$ cat src/rtl/uart_term_pkg.sv
// uart_term_pkg: shared types and constants for the uart_term_rx serial receiver.
// MIN_PRESCALE tracks UART_TERM_RX_MAJORITY_EN (majority voting needs wider bits).
package uart_term_pkg;

   typedef enum logic [2:0] {
      IDLE,
      START,
      DATA,
      PARITY,
      STOP
   } state_t;

   typedef struct packed {
      logic       perr;
      logic       ferr;
      logic [7:0] data;
   } entry_t;

`ifdef UART_TERM_RX_MAJORITY_EN
   localparam int MIN_PRESCALE = 8;
`else
   localparam int MIN_PRESCALE = 4;
`endif

   function automatic logic maj3(input logic a, input logic b, input logic c);
      return (a & b) | (a & c) | (b & c);
   endfunction

endpackage

$ cat src/rtl/uart_term_fifo.sv
// uart_term_fifo: first-word-fall-through synchronous FIFO, power-of-two depth.
// Head reads as zero while empty; a push into a full FIFO is discarded.
module uart_term_fifo #(
   parameter int W     = 10,
   parameter int DEPTH = 8,
   localparam int AW   = $clog2(DEPTH)
) (
   input  logic          HCLK,
   input  logic          HRESETn,
   input  logic          push,
   input  logic [W-1:0]  wdata,
   input  logic          pop,
   output logic [W-1:0]  rdata,
   output logic          empty,
   output logic          full,
   output logic [AW:0]   level
);

   logic [W-1:0]  mem [DEPTH];
   logic [AW-1:0] wp, rp;
   logic [AW:0]   cnt;
   logic          wr_ok, rd_ok;

   assign empty = (cnt == '0);
   assign full  = (cnt == (AW+1)'(DEPTH));
   assign level = cnt;
   assign wr_ok = push & ~full;
   assign rd_ok = pop & ~empty;
   assign rdata = empty ? '0 : mem[rp];

   always_ff @(posedge HCLK) begin
      if (wr_ok) mem[wp] <= wdata;
   end

   always_ff @(posedge HCLK) begin
      if (!HRESETn) begin
         wp  <= '0;
         rp  <= '0;
         cnt <= '0;
      end else begin
         if (wr_ok) wp <= wp + 1'b1;
         if (rd_ok) rp <= rp + 1'b1;
         unique case ({wr_ok, rd_ok})
            2'b10:   cnt <= cnt + 1'b1;
            2'b01:   cnt <= cnt - 1'b1;
            default: cnt <= cnt;
         endcase
      end
   end

endmodule

$ cat src/rtl/uart_term_rx.sv
// uart_term_rx: mid-bit sampling UART receiver with error flags and FWFT FIFO.
// Define UART_TERM_RX_MAJORITY_EN for 2-of-3 majority bit decisions.
module uart_term_rx
   import uart_term_pkg::*;
#(
   parameter int DATA_BITS  = 8,
   parameter int STOP_BITS  = 1,
   parameter int FIFO_DEPTH = 8,
   parameter int PRESCALE_W = 16
) (
   input  logic                        HCLK,
   input  logic                        HRESETn,
   input  logic                        rx,
   input  logic [PRESCALE_W-1:0]       prescale,
   input  logic                        parity_en,
   input  logic                        parity_odd,
   input  logic                        rd,
   input  logic                        clr_ovr,
   output logic [DATA_BITS-1:0]        rdata,
   output logic                        rperr,
   output logic                        rferr,
   output logic                        rvalid,
   output logic [$clog2(FIFO_DEPTH):0] level,
   output logic                        overrun,
   output logic                        busy
);

   state_t                state, state_n;
   logic [PRESCALE_W-1:0] cnt, cnt_n, ps, half;
   logic [2:0]            idx, idx_n;
   logic [DATA_BITS-1:0]  sh, sh_n;
   logic                  perr, perr_n, ferr, ferr_n;
   logic                  s1, s2, h1;
   logic                  tick, smp, fall, push, full, empty;
   entry_t                wentry, hentry;

   assign ps   = (prescale < PRESCALE_W'(MIN_PRESCALE))
               ? PRESCALE_W'(MIN_PRESCALE) : prescale;
   assign tick = (cnt <= PRESCALE_W'(1));
   assign fall = h1 & ~s2;

`ifdef UART_TERM_RX_MAJORITY_EN
   logic h2;
   // Decision lands one cycle late so the vote window centres on mid-bit.
   assign half = (ps >> 1) + 1'b1;
   assign smp  = maj3(s2, h1, h2);
   always_ff @(posedge HCLK) begin
      if (!HRESETn) h2 <= 1'b1;
      else          h2 <= h1;
   end
`else
   assign half = ps >> 1;
   assign smp  = s2;
`endif

   always_comb begin
      state_n = state;
      cnt_n   = cnt;
      idx_n   = idx;
      sh_n    = sh;
      perr_n  = perr;
      ferr_n  = ferr;
      push    = 1'b0;
      if (state != IDLE) cnt_n = tick ? ps : cnt - 1'b1;
      unique case (state)
         IDLE: begin
            if (fall) begin
               state_n = START;
               cnt_n   = half;
               idx_n   = '0;
               perr_n  = 1'b0;
               ferr_n  = 1'b0;
            end
         end
         START: begin
            if (tick) state_n = smp ? IDLE : DATA;
         end
         DATA: begin
            if (tick) begin
               sh_n = {smp, sh[DATA_BITS-1:1]};
               if (idx == 3'(DATA_BITS-1)) begin
                  idx_n   = '0;
                  state_n = parity_en ? PARITY : STOP;
               end else begin
                  idx_n = idx + 1'b1;
               end
            end
         end
         PARITY: begin
            if (tick) begin
               perr_n  = ((^sh) ^ smp) != parity_odd;
               state_n = STOP;
            end
         end
         STOP: begin
            if (tick) begin
               ferr_n = ferr | ~smp;
               if (idx == 3'(STOP_BITS-1)) begin
                  push    = 1'b1;
                  state_n = IDLE;
               end else begin
                  idx_n = idx + 1'b1;
               end
            end
         end
         default: state_n = IDLE;
      endcase
      wentry      = '0;
      wentry.perr = perr;
      wentry.ferr = ferr_n;
      wentry.data = 8'(sh);
   end

   always_ff @(posedge HCLK) begin
      if (!HRESETn) begin
         s1      <= 1'b1;
         s2      <= 1'b1;
         h1      <= 1'b1;
         state   <= IDLE;
         cnt     <= '0;
         idx     <= '0;
         sh      <= '0;
         perr    <= 1'b0;
         ferr    <= 1'b0;
         overrun <= 1'b0;
      end else begin
         s1    <= rx;
         s2    <= s1;
         h1    <= s2;
         state <= state_n;
         cnt   <= cnt_n;
         idx   <= idx_n;
         sh    <= sh_n;
         perr  <= perr_n;
         ferr  <= ferr_n;
         if (push & full) overrun <= 1'b1;
         else if (clr_ovr) overrun <= 1'b0;
      end
   end

   uart_term_fifo #(
      .W     ($bits(entry_t)),
      .DEPTH (FIFO_DEPTH)
   ) u_fifo (
      .HCLK    (HCLK),
      .HRESETn (HRESETn),
      .push    (push),
      .wdata   (wentry),
      .pop     (rd),
      .rdata   (hentry),
      .empty   (empty),
      .full    (full),
      .level   (level)
   );

   assign rdata  = hentry.data[DATA_BITS-1:0];
   assign rperr  = hentry.perr;
   assign rferr  = hentry.ferr;
   assign rvalid = ~empty;
   assign busy   = (state != IDLE);

endmodule

$ cat config.mk
export PLATFORM = sky130hd
export DESIGN_NAME = uart_term_rx
export DESIGN_NICKNAME = d
export VERILOG_FILES = /design/src/rtl/uart_term_pkg.sv /design/src/rtl/uart_term_fifo.sv /design/src/rtl/uart_term_rx.sv
export SDC_FILE = /design/constraint.sdc
export NUM_CORES = 1
export LEC_CHECK = 0
export BUFFER_PORTS_ARGS = -buffer_cell sky130_fd_sc_hd__buf_2
export CAP_MARGIN = 15
export CELL_PAD_IN_SITES_DETAIL_PLACEMENT = 0
export CELL_PAD_IN_SITES_GLOBAL_PLACEMENT = 2
export CORE_MARGIN = 2
export CORE_UTILIZATION = 35
export CTS_CLUSTER_DIAMETER = 40
export DETAILED_ROUTE_END_ITERATION = 10
export HOLD_SLACK_MARGIN = 0.02
export PLACE_DENSITY = 0.7
export SYNTH_ARGS = -nofsm -noshare
export SYNTH_HDL_FRONTEND = slang
export SYNTH_SLANG_ARGS = --single-unit
$ cat constraint.sdc
create_clock -name HCLK -period 2.9 [get_ports HCLK]
set_clock_uncertainty 0.15 [all_clocks]
set_input_delay 0.58 -clock HCLK [delete_from_list [all_inputs] [get_ports HCLK]]
set_output_delay 0.58 -clock HCLK [all_outputs]
set_load 0.05 [all_outputs]
# Yosys cells after proc, flatten, opt, wreduce, memory -nomap -nowiden
# Memory sizes are Yosys's and may differ from the RTL's. A register that Yosys moved wholly into a read port is not among the register bits.
# Cells that the tools add are included.
[op_classes]
n_addsub = 6
magnitude_cmp = 2
eq_ne = 17
mux = 38
bitwise = 9
reduce_logical = 13
[ops]
columns = ["operator", "count"]
rows = [
  ["2-to-1 mux 16 bit", 5],
  ["2-to-1 mux 3 bit", 15],
  ["less-or-equal comparator 16 x 1 -> 1 bit (second input constant)", 1],
  ["< comparator 16 x 3 -> 1 bit (second input constant)", 1],
  ["inequality test 2 bit (second input constant)", 8],
  ["subtractor 16 x 1 -> 16 bit (second input constant)", 1],
  ["one-hot mux 3 bit (5 select lines)", 1],
  ["2-to-1 mux 1 bit", 11],
  ["2-to-1 mux 10 bit", 1],
  ["adder 3 x 1 -> 3 bit (second input constant)", 3],
  ["one-hot mux 3 bit (3 select lines)", 1],
  ["one-hot mux 4 bit (2 select lines)", 1],
  ["XOR reduction 8 bit", 1],
  ["AND reduction 7 bit", 1],
  ["equality test 3 x 2 -> 1 bit (second input constant)", 2],
  ["equality test 3 bit (second input constant)", 2],
  ["logical NOT 3 bit", 2],
  ["nonzero test 2 bit", 3],
  ["nonzero test 3 bit", 2],
  ["AND reduction 5 bit", 1],
  ["adder 4 x 1 -> 4 bit (second input constant)", 1],
  ["AND 1 bit", 4],
  ["equality test 4 bit (second input constant)", 1],
  ["logical NOT 4 bit", 1],
  ["12 further kinds", 15],
]
[totals]
reg_bits = 46
mem_bits_rw = 80
in_bits = 23
out_inout_bits = 17
mem_count = 1
[memory_table]
columns = ["name", "depth", "width", "rd", "rd_ports_with_merged_regs", "write_ports", "line", "source"]
rows = [
  ["u_fifo.mem", 8, 10, 1, 1, 1, "uart_term_fifo.sv:19", "logic [W-1:0] mem [DEPTH];"],
]

# Depth between registers and ports, before layout
[depth]
word_depth = 7
depth_mapped = 13
mapped_depth_nobuf = 13

# By module
# From an unflattened synthesis, not the netlist that was laid out.
[hier_totals]
cells_unflattened = 496
hier_area_um2 = 5997.0
[by_module_without_submodules]
columns = ["module", "instances", "cells_each", "area_each_um2", "seq_area_each_um2"]
rows = [
  ["uart_term_fifo", 1, 199, 3697.3, 2662.6],
  ["uart_term_rx", 1, 297, 2299.7, 720.7],
]

# Worst setup path after synthesis
# Ideal clock, no wire load.
[synth_timing]
path_kind = "reg-to-reg"
startpoint = "reg u_fifo.cnt[1] (netlist: u_fifo.level[1])"
endpoint = "reg u_fifo.cnt[2] (netlist: u_fifo.level[2])"
arrival_time_ps = 2898
t_required_ps = 2679
slack_ps = -218
stages_incl_launch_ff = 13
n_path_buf = 2
cell_sequence = "dfxtp_1 -> clkbuf_1 -> nor4_1 -> inv_1 -> and2_1 -> clkbuf_1 -> ha_1 -> xor2_1 -> ha_1 -> a21oi_1 -> xor2_1 -> or3_1 -> a21oi_1"
[synth_via]
elab_chain_cells = 5
elab_cells_between_ends = 12
classes_between = "add/sub (2); eq/ne (3); mux (1); bitwise (4); reduce/logical (2)"
[synth_rtl]
columns = ["item", "line", "source"]
rows = [
  ["start, declared", "uart_term_fifo.sv:21", "logic [AW:0] cnt;"],
  ["start signal, assigned", "uart_term_fifo.sv:44", "2'b10: cnt <= cnt + 1'b1;"],
  ["start signal, assigned", "uart_term_fifo.sv:45", "2'b01: cnt <= cnt - 1'b1;"],
  ["start signal, assigned", "uart_term_fifo.sv:46", "default: cnt <= cnt;"],
  ["logical NOT 4 bit (*)", "uart_term_fifo.sv:24", "assign empty = (cnt == '0);"],
  ["NOT 1 bit (*)", "--", ""],
  ["named net rvalid", "uart_term_rx.sv:22", "output logic rvalid,"],
  ["AND 1 bit (*)", "uart_term_fifo.sv:28", "assign rd_ok = pop & ~empty;"],
  ["named net u_fifo.rd_ok", "uart_term_fifo.sv:22", "logic wr_ok, rd_ok;"],
  ["equality test 2 x 1 -> 1 bit / equality test 2 bit (equally long branches)", "uart_term_fifo.sv:43", "unique case ({wr_ok, rd_ok})"],
  ["one-hot mux 4 bit (2 select lines) / nonzero test 2 bit (equally long branches)", "--", ""],
]
# Mark *: on every way through the listed nets, which the timed path passes. The rest lies on a longest branch.
# A chain may end at the register's enable or synchronous reset.

==> key figures <==
Placement
  • DP Wirelength: 9.584 mm
  • Routability-driven placement congestion ratio: 0.8234
  • Port Buffer Count: 39
  • Placed Cells: 750
  • Pre-CTS WS: 0.008459 ns

STA
  • Final Max Slew Viols: 0
  • Post-route clock period utilization: 0.9287
  • RSZ-0062 raised after global routing: no
  • Relative max-transition margin: 0.4983
  • Final setup margin: 0.2068 ns
  • FMAX: 371.3 MHz
  • Post-route setup TNS: 0 ns
  • Final Hold Fails: 0
  • Post-layout minimum cycle time: 2.693 ns
  • Slew of the pin with the lowest slew margin: 0.7469 ns
  • Setup violation total in the final timing report: 0

Worst setup path
  • WP data required: 2.17 ns
  • R2R Path End: u_fifo.level[2]
  • Startpoint class of the critical path: flip-flop
  • Crit path DAT: 1.96 ns
  • Worst reg2reg path depth: 11
  • Worst Setup End Kind: output port
  • Crit Path Category: reg2out
  • Reg-to-reg startpoint: cnt[5]
  • Reg2Reg Setup Slack: 0.22 ns
  • Worst Path Max Fanout: 20

Clock network
  • Reg clk slew, reported paths: 0.06 ns
  • CTS Hold Bufs: 0
  • Inserted Clock Buffers: 17
  • Root Driver: clkbuf_16
  • CTS Buffer Depth: 2
  • CTS Sinks: 129
  • Worst skew pair latency: 0.42 ns
  • # H-tree levels: 4
  • TritonCTS clock tree: built

Floorplanning
  • # IOs: 40
  • Initial Util: 0.3593
  • Row count: 47
  • Die Area: 0.01815 mm2
  • Core box area: 0.01664 mm2
  • Die Y-Extent: 134.7 um
  • Die X: 134.7 um

Logic synthesis
  • #FFs+latches synth: 129
  • Synth top cells by count: edfxtp_1 (80), nor2_1 (54), dfxtp_1 (49), a21oi_1 (26), mux2i_1 (25)
  • Post-synth EDFFs: 80
  • Synth area leader: edfxtp_1
  • Yosys top cell area share: 0.4018
  • Synth Warn #: 0
  • Top post-synthesis cells by area: edfxtp_1 (40%), dfxtp_1 (16%), mux4_2 (7.5%)
  • Syn avg cell area: 12.38 um2
  • Syn Nets: 516
  • Mapped Area: 0.005979 mm2
  • Seq/Total Area, Yosys: 0.5658
  • Mapped Cells: 483
  • Count leader, synth: edfxtp_1
  • Post-synth ARST share: 0
  • Prevailing post-synth register cell: edfxtp_1
  • Unique masters post-synth: 60

Global route
  • Remaining Overflow, GRT: 0
  • Met1 GRT Util: 0.2056
  • GR Util met2: 0.2936
  • Vias in the first global route: 4227
  • First-pass GRT wire length: 23.01 mm
  • Grt met3 use: 0.03378
  • Largest net degree at the start of global routing: 21
  • GR Util All Layers: 0.1687
  • Initial antenna violation count: 0
  • Global route hottest layer: met2

Final layout
  • Filler Cells Inserted: 1542
  • Layout Area Growth over Synthesis: 22.05%
  • Antenna Cells: 0
  • Post-Layout Cell Count: 783
  • Layout cell share with drive strength beyond 1: 0.2611
  • Nets@finish: 583

Drt
  • Vias after detailed routing: 4083
  • Initial detailed-routing violation count: 194
  • DRT antenna net count: 0
  • Routed wire length: 14.23 mm
  • WL/cell: 18.17 um
  • Vias per cell: 5.215
  • # DRC: 0
  • Drt pass-1 iters: 4

Min path
  • WHS Path Cells: 2
  • Hold Crit Class: in2reg
  • Hold Path End: s1
  • Hold Path Origin: rx

Power and ir drop
  • VDD IR-drop max: 633.0 uV
  • Design Power: 6.698 mW
  • Power Density: 917.7 mW/mm2
  • Leakage: 2.596 nW

Status
  • Status: completed

Job
  • MaxCap Viol Count: 0
## flip-flops by register name, indices dropped and copies added, names as in the netlist, named ones only
register,cells
u_fifo.mem,80
cnt,16
sh,8
u_fifo.level,4
idx,3
state,3
u_fifo.rp,3
u_fifo.wp,3
ferr,1
h1,1
overrun,1
perr,1
s1,1
s2,1
## worst max-delay path, cell delays in order (launching register included)
cell,delay [ns]
dfxtp_1,0.35
buf_12,0.21
mux4_2,0.52
mux2i_1,0.19
nor2_1,0.05
buf_2,0.21
## how the worst max path moves through the flow
stage	startpoint	to	slack, ns	cells after the start
3_3_place_gp	idx[0]	u_fifo.level[2]	0.07	13
4_1_cts	idx[0]	u_fifo.level[2]	0.03	13
3_5_place_dp	idx[0]	u_fifo.level[2]	0.008	13
2_1_floorplan	cnt[3]	u_fifo.level[2]	0.02	11
5_1_grt	cnt[5]	u_fifo.level[2]	0.02	11
6_report	flip-flop	rdata[7]	0.21	5
## layout make-up
class / instances / area [um2] / share of cell area
clock buffer: 17 / 425.4 / 0.05829
clock inverter: 15 / 221.5 / 0.03034
inverter: 11 / 41.29 / 0.005657
multi-input combinational: 319 / 2494 / 0.3417
sequential: 129 / 3386 / 0.4639
tap: 220 / 275.3 / 0.03772
timing repair buffer: 72 / 455.4 / 0.06240
## stage by stage
step	cell area, um2	hold slack [ns]	utilization
floorplan	5987	0.2363	-
global placement	6610	0.2398	0.3972
detailed placement	6610	0.2451	0.3972
CTS	7262	0.1836	0.4364
global route	7298	0.1871	0.4385
finish	7298	0.1920	0.4385
## report_power, final
part / switching (mW) / internal (mW)
sequential: 0.152 / 2.03
clock: 0.859 / 1.47
combinational: 1.29 / 0.899
total: 2.30 / 4.39
## layout by cell type (no fill, tap or decap), types with 5 or more instances in the layout
master	netlist	final
nand3_1	9	8
mux2i_1	25	25
a21oi_1	26	25
nor4_1	7	6
inv_6	0	5
o21ai_0	12	12
clkbuf_16	0	17
and3_1	5	5
nand2_1	19	19
ha_1	10	8
dfxtp_1	49	47
nand4_1	7	7
buf_2	2	39
nor3_1	16	16
xor2_1	6	5
a22oi_1	6	6
nand2b_1	12	12
inv_1	9	8
nor2_1	54	54
buf_4	0	32
o22ai_1	7	7
xnor2_1	14	14
edfxtp_1	80	80
mux4_2	20	20
## cells by family after synthesis
group | after synthesis | share of synthesized area
xor+xnor | 21 | 0.03306
compound gates | 85 | 0.09207
fa+ha+maj | 10 | 0.02092
flops | 129 | 0.5658
buf+inv | 35 | 0.02364
mux | 47 | 0.1209
simple gates | 156 | 0.1435
## metal layers
metal | part of all wire | vias up | wire length [um]
met1 | 0.44 | 1988 | 6197
met2 | 0.51 | 95 | 7194
met3 | 0.040 | 20 | 572
li1 | - | 1980 | -
met4 | 0.019 | 0 | 265
met5 | 0 | - | 0
## timing repair
action | in CTS | in global routing
buffers inserted | 0 | 1
pin swaps | 0 | 3
gates resized for setup | 1 | 8
endpoints found under the setup margin | 1 | 1
Power figures use the tool's default switching activity.
